**config.mk**
```make
export PLATFORM = sky130hd
export DESIGN_NAME = mapped_data_memory
export DESIGN_NICKNAME = d
export VERILOG_FILES = /design/src/rtl/mapped_data_memory.sv
export SDC_FILE = /design/constraint.sdc
export NUM_CORES = 2
export LEC_CHECK = 0
export CAP_MARGIN = 40
export CORE_MARGIN = 4
export CORE_UTILIZATION = 45
export DETAILED_ROUTE_END_ITERATION = 12
export GPL_ROUTABILITY_DRIVEN = 0
export SLEW_MARGIN = 20
export SYNTH_ARGS = -nofsm -noshare
export SYNTH_HDL_FRONTEND = slang
export SYNTH_SLANG_ARGS = --single-unit
```
**constraint.sdc**
```tcl
create_clock -name CLK -period 10.9 [get_ports CLK]
set_input_delay 1.09 -clock CLK [delete_from_list [all_inputs] [get_ports CLK]]
set_output_delay 1.09 -clock CLK [all_outputs]
set_load 0.05 [all_outputs]
```
**src/rtl/mapped_data_memory.sv**
```systemverilog
// Data memory with a self-clearing RAM and memory-mapped I/O registers.
// After reset the RAM is zeroed one word per cycle; accesses are ignored while BUSY.
module mapped_data_memory #(
  parameter int DATA_W  = 8,
  parameter int ADDR_W  = 16,
  parameter int DEPTH   = 256,
  parameter int IO_BASE = 256,
  parameter int N_OUT   = 3,
  parameter int N_IN    = 1
) (
  input  logic                    CLK,
  input  logic                    RESET,
  input  logic                    STORE,
  input  logic                    LOAD,
  input  logic [ADDR_W-1:0]       ADDRESS,
  input  logic [DATA_W-1:0]       IO,
  output logic [DATA_W-1:0]       RDATA,
  output logic                    RVALID,
  output logic                    BUSY,
  output logic                    ERR,
  output logic [N_OUT*DATA_W-1:0] OUTPUTS,
  input  logic [N_IN*DATA_W-1:0]  INPUTS
);

  localparam int CNT_W = (DEPTH > 1) ? $clog2(DEPTH) : 1;
  // One extra bit so IO_BASE+N_OUT+N_IN == 2^ADDR_W cannot wrap in the decode.
  localparam logic [ADDR_W:0] DEPTH_X = (ADDR_W+1)'(DEPTH);

  typedef enum logic [0:0] {CLEAR = 1'b0, IDLE = 1'b1} state_t;

  state_t                  state_q;
  logic [CNT_W-1:0]        cnt_q;
  logic [DATA_W-1:0]       mem_q [DEPTH];
  logic [N_OUT*DATA_W-1:0] out_q;
  logic [N_IN*DATA_W-1:0]  in_q;
  logic [DATA_W-1:0]       rdata_q;
  logic                    rvalid_q;
  logic                    err_q;

  logic [ADDR_W:0]         addr_x_s;
  logic                    is_ram_s;
  logic [N_OUT-1:0]        out_hit_s;
  logic [N_IN-1:0]         in_hit_s;
  logic                    mapped_s;
  logic [CNT_W-1:0]        ram_idx_s;
  logic [DATA_W-1:0]       rd_data_d;

  // Full-width address decode and read-data mux.
  always_comb begin
    addr_x_s  = {1'b0, ADDRESS};
    is_ram_s  = (addr_x_s < DEPTH_X);
    ram_idx_s = ADDRESS[CNT_W-1:0];
    for (int k = 0; k < N_OUT; k++) begin
      out_hit_s[k] = (addr_x_s == (ADDR_W+1)'(IO_BASE + k));
    end
    for (int j = 0; j < N_IN; j++) begin
      in_hit_s[j] = (addr_x_s == (ADDR_W+1)'(IO_BASE + N_OUT + j));
    end
    mapped_s  = is_ram_s | (|out_hit_s) | (|in_hit_s);
    rd_data_d = '0;
    if (is_ram_s) begin
      rd_data_d = mem_q[ram_idx_s];
    end else begin
      for (int k = 0; k < N_OUT; k++) begin
        if (out_hit_s[k]) rd_data_d = out_q[k*DATA_W +: DATA_W];
        else              rd_data_d = rd_data_d;
      end
      for (int j = 0; j < N_IN; j++) begin
        if (in_hit_s[j]) rd_data_d = in_q[j*DATA_W +: DATA_W];
        else             rd_data_d = rd_data_d;
      end
    end
  end

  // Control FSM, I/O registers, read pipeline and sticky error flag.
  always_ff @(posedge CLK) begin
    if (RESET) begin
      state_q  <= CLEAR;
      cnt_q    <= '0;
      out_q    <= '0;
      in_q     <= '0;
      rdata_q  <= '0;
      rvalid_q <= 1'b0;
      err_q    <= 1'b0;
    end else begin
      in_q <= INPUTS;
      case (state_q)
        CLEAR: begin
          rvalid_q <= 1'b0;
          cnt_q    <= cnt_q + CNT_W'(1);
          if (cnt_q == CNT_W'(DEPTH - 1)) state_q <= IDLE;
          else                            state_q <= CLEAR;
        end
        IDLE: begin
          rvalid_q <= LOAD;
          if (LOAD) rdata_q <= rd_data_d;
          else      rdata_q <= rdata_q;
          for (int k = 0; k < N_OUT; k++) begin
            if (STORE && out_hit_s[k]) out_q[k*DATA_W +: DATA_W] <= IO;
          end
          if ((STORE && ((|in_hit_s) || !mapped_s)) || (LOAD && !mapped_s)) err_q <= 1'b1;
          else                                                              err_q <= err_q;
        end
        default: state_q <= CLEAR;
      endcase
    end
  end

  // RAM array: zeroed by the clear sweep, otherwise written by stores.
  always_ff @(posedge CLK) begin
    if (!RESET) begin
      if (state_q == CLEAR)          mem_q[cnt_q]     <= '0;
      else if (STORE && is_ram_s)    mem_q[ram_idx_s] <= IO;
    end
  end

  assign BUSY    = (state_q == CLEAR);
  assign RDATA   = rdata_q;
  assign RVALID  = rvalid_q;
  assign ERR     = err_q;
  assign OUTPUTS = out_q;

endmodule

```
Word level (Yosys, flattened, before mapping) --
Memories as Yosys holds them, arrays and structs flattened. Index checks and enable logic that the tools add are counted.
Word-level totals: flip-flop bits (word level) 51, input port bits 36, output and inout bits 35, memory bits (writable) 2048, memories kept 1
Cells by class: add/sub/neg operators 1, reduce and logical (&&, ||, !) cells 16, magnitude comparators 1, equality and inequality tests 5, multiplexer cells 18, bitwise gates (word level) 3
Memory list:
- mem_q | depth 256, bits a word 8, read ports 1, clocked after Yosys merged registers in 0, write ports 1, RTL line 33 | logic [DATA_W-1:0] mem_q [DEPTH];
Operators by type and width (count):
- 16-bit by 9-bit equality test with 1-bit output, second input constant | 4
- 8-bit 2-to-1 mux | 7
- 16-bit by 9-bit < comparator with 1-bit output, second input constant | 1
- 1-bit 2-to-1 mux | 10
- 2-bit AND reduction | 5
- 8-bit by 1-bit adder with 8-bit output, second input constant | 1
- 8-bit equality test, second input constant | 1
- 8-bit OR reduction | 1
- 1-bit logical AND | 6
- 3-bit OR reduction | 1
- 1-bit logical OR | 2
- 1-bit bitwise OR | 2
- 1-bit case mux with 2 select lines | 1
- 1-bit zero test | 1
- 1-bit NOT | 1

Depth between registers and ports, before layout --
word-level depth 9, mapped depth 13

Worst setup path before layout --
OpenSTA, ideal clock, no wires.
kind input to register, start input port ADDRESS[12], end memory mem_q[0][0] (data pin), data arrival time 5431 ps, cell stages on the path 5, setup slack 4600 ps, data required time 10031 ps, setup time 869 ps, cell sequence nor4_1 -> and4_1 -> clkbuf_1 -> clkbuf_1 -> and2_1
Between the ends: longest elaborated chain between the ends 8
RTL lines:
- start, declared | RTL line 15 | input logic [ADDR_W-1:0] ADDRESS,
- 16-bit by 9-bit < comparator with 1-bit output | RTL line 51 | is_ram_s = (addr_x_s < DEPTH_X);
- 1-bit logical AND | RTL line 113 | else if (STORE && is_ram_s) mem_q[ram_idx_s] <= IO;
- 1-bit 2-to-1 mux | RTL line 113
- 1-bit 2-to-1 mux | RTL line 112 | if (state_q == CLEAR) mem_q[cnt_q] <= '0;
- 1-bit 2-to-1 mux | RTL line 111 | if (!RESET) begin
- 1-bit 2-to-1 mux (not written as such) | RTL line 113
- 8-bit OR reduction (no source line)
- 8-bit 2-to-1 mux (no source line)
- end, declared | RTL line 33
Every way passes these cells.

Worst setup path in the final report --
start input port ADDRESS[1], end register rdata_q[1], in the netlist RDATA[1]
Between the ends: longest elaborated chain between the ends 6, elaborated cells on any way between the ends 11, those cells by class order compare: 1; eq/ne: 4; mux: 5; memory: 1
RTL lines:
- branches (longest 5 deep; another with memory 256 x 8 bit)
- 8-bit 2-to-1 mux * | RTL line 61 | if (is_ram_s) begin
- end signal, assigned | RTL line 96 | if (LOAD) rdata_q <= rd_data_d;
- end signal, assigned | RTL line 97 | else rdata_q <= rdata_q;
- end, declared | RTL line 36 | logic [DATA_W-1:0] rdata_q;
Every way passes the cells marked *. A chain may end at the register's enable or synchronous reset.

==> flow_summary.ini <==
[floorplanning]
die_w_um = 435
num_rows = 156
core_area_um2 = 181000
die_area_um2 = 189000
ios = 71
initial_core_util_pct = 45.3
die_h_um = 435

[logic_synthesis]
synth_area_um2 = 81900
synth_ff_type = edfxtp_1
synth_area_per_cell_um2 = 20.9
yosys_warnings = 0
ys_async_sr_fraction_pct = 0
synth_seq_cells = 2099
synthesis.nets = 3948
ys_types = 69
synthCells = 3911
synth_edf_count = 2048
ys_seq_area_share_pct = 76.4

[sta]
finClkSkew_ps = 42.5
whs_ps = 511
fin_tns_setup_ps = 0
hold_viol = 0
max_slew_margin_pct = 21.1
drv_slew = 0
rsz0062_at_grt = false
timing.fmax_mhz = 210
period_needed_ps = 4760
fin_crit_sh_pct = 43.6
tightest_slew_ps = 1180
setup_viol = 0

[min_path]
hold_start = ERR$_SDFFE_PP0P_
hold_end = ERR$_SDFFE_PP0P_
min_delay_path_depth = 2
min_path_type = reg2reg

[clock_network]
cts_buffers = 209
cts.clk_slew.worst_paths_ps = 60
cts-root-buf = clkbuf_16
clk_latency_ps = 840
cts_hold_buf = 0
cts_tree = built
cts_sinks = 2099
post-cts-setup-buffer-count = 0
htree_levels = 4
clock_path_buffers = 3
ctsResizeCount = 0

[routing]
drtIter0Drc = 5927
vias = 41622
wire_per_inst_um = 33.1
drc = 0
dr.pass1.iters = 6
drtAntennaViolNets = 0
viasPerCell = 6.18
wl_mm = 223

[critical_path]
regToRegEndpoint = mem_q[21][6]$_DFFE_PP_
start_kind = input port
crit_path_end_kind = flip-flop
crit_type = in2reg
reg2reg_slack_ps = 6640
r2r_start = state_q$_SDFF_PP0_
reg2reg_depth = 8
crit_required_ps = 11590
cp_max_fo = 110
crit_arrival_ps = 5450

[global_route]
grt_use_met1_pct = 35.2
grt_first_pass_wirelength_mm = 318
busiest_layer = met2
grt_pass1_vias = 40851
antenna_found_initial = 9
grt_use_met2_pct = 35.8
grt_max_degree = 215
grt_overflow = 0
grt_use_total_pct = 23.9
gr-usage-met3_pct = 5.30

[pwr]
peakVddDrop_mv = 0.156
power_density_nw_per_um2 = 176
p_leak_nw = 34.2

[finish]
area_growth_pct = 14.3
fin_util_pct = 51.7
fin_nets = 4229
layout_common_cells = edfxtp_1, mux4_2, nor2_1, clkbuf_16, buf_4
mostFrequentLayoutCell = edfxtp_1
filler_cell_count = 14022
drive_gt1_share_pct = 26.2

[place]
dp_hpwl_mm = 139
portBuffers = 70

[job]
drv_cap = 0

[run_status]
status = finished, final reports clean
## flip-flops by register name (all words and copies together), names as in the netlist
register and flops:
RDATA 8, cnt_q 8, in_q 8, OUTPUTS 24
state_q 1, mem_q 2048, RVALID 1, ERR 1
## worst max-delay path by stage
stage,start,cells past startpoint,end
after floorplan,ADDRESS[12],5,mem_q[0][0]$_DFFE_PP_
after global placement,ADDRESS[0],10,RDATA[0]$_SDFFE_PP0P_
after detailed placement,ADDRESS[0],10,RDATA[0]$_SDFFE_PP0P_
after CTS,ADDRESS[0],10,RDATA[0]$_SDFFE_PP0P_
after global routing,ADDRESS[0],11,RDATA[0]$_SDFFE_PP0P_
final,ADDRESS[1],11,RDATA[1]$_SDFFE_PP0P_
## area by class of cell
type	instances	area, um2	share of cell area, %
Antenna cell	2	5.00	0.00535
Clock buffer	251	5530	5.90
Clock inverter	135	1420	1.52
Inverter	13	53.8	0.0575
Multi-Input combinational cell	1569	18100	19.4
Sequential cell	2099	62500	66.8
Tap cell	2370	2970	3.17
Timing Repair Buffer	300	2940	3.14
## per-stage QoR
stage               worst slack (ps)  power, W  cell area (um2)  instances
floorplan                       4600   0.00917            81900       3911
global placement                5030   0.00934            85100       6202
detailed placement              5080   0.00934            86000       6286
CTS                             5970    0.0166            92900       6672
global route                    6010    0.0169            93600       6738
finish                          6140    0.0165            93600       6739
## Yosys cell counts, types with 17 or more instances
| library cell | n | area (um2) |
|---|---|---|
| edfxtp_1 | 2048 | 61500 |
| a31oi_1 | 17 | 106 |
| buf_4 | 43 | 323 |
| buf_2 | 57 | 285 |
| o21ai_0 | 35 | 175 |
| nand3_1 | 55 | 275 |
| a211oi_1 | 21 | 158 |
| mux4_2 | 544 | 12300 |
| nor2_1 | 327 | 1230 |
| dfxtp_1 | 51 | 1020 |
| nor2b_1 | 23 | 144 |
| mux2i_1 | 79 | 791 |
| nand2_1 | 121 | 454 |
| nor3_1 | 27 | 135 |
| o22ai_1 | 18 | 113 |
| clkbuf_1 | 99 | 372 |
| a22oi_1 | 59 | 443 |
| nand2b_1 | 30 | 188 |
| a21oi_1 | 40 | 200 |
## layer usage
metal | wire length (um) | up-vias | share of wire, %
met1 | 91400 | 22242 | 41
li1 | - | 16849 | -
met2 | 103000 | 2172 | 46
met3 | 21500 | 359 | 9.6
met4 | 7370 | 0 | 3.3
met5 | 0 | - | 0
## power breakdown
group / total (W) / internal (W) / switching, W
logic: 0.000449 / 0.000146 / 0.000303
registers: 0.00873 / 0.00872 / 0.00000378
clock network: 0.00727 / 0.00424 / 0.00303
total: 0.0165 / 0.0131 / 0.00334
## kinds of logic after synthesis
logic type / after synthesis / synth area share [%]
flip-flops: 2099 / 76.4
AND/OR/NAND/NOR: 660 / 3.64
multiplexers: 632 / 16.1
AO/OA/AOI/OAI: 269 / 2.28
buffers and inverters: 243 / 1.58
XOR/XNOR: 7 / 0.0749
adder cells (fa/ha/maj): 1 / 0.0153
## worst max-delay path: stages
cell and delay (ps):
buf_8 320, buf_12 620, buf_4 770, buf_4 570, mux4_2 400, a22oi_1 430, nand3_1 180, nand2_1 140
nor4_1 70, a2111oi_0 490, a211oi_1 150
No activity file was read; power rests on OpenSTA's default activity.
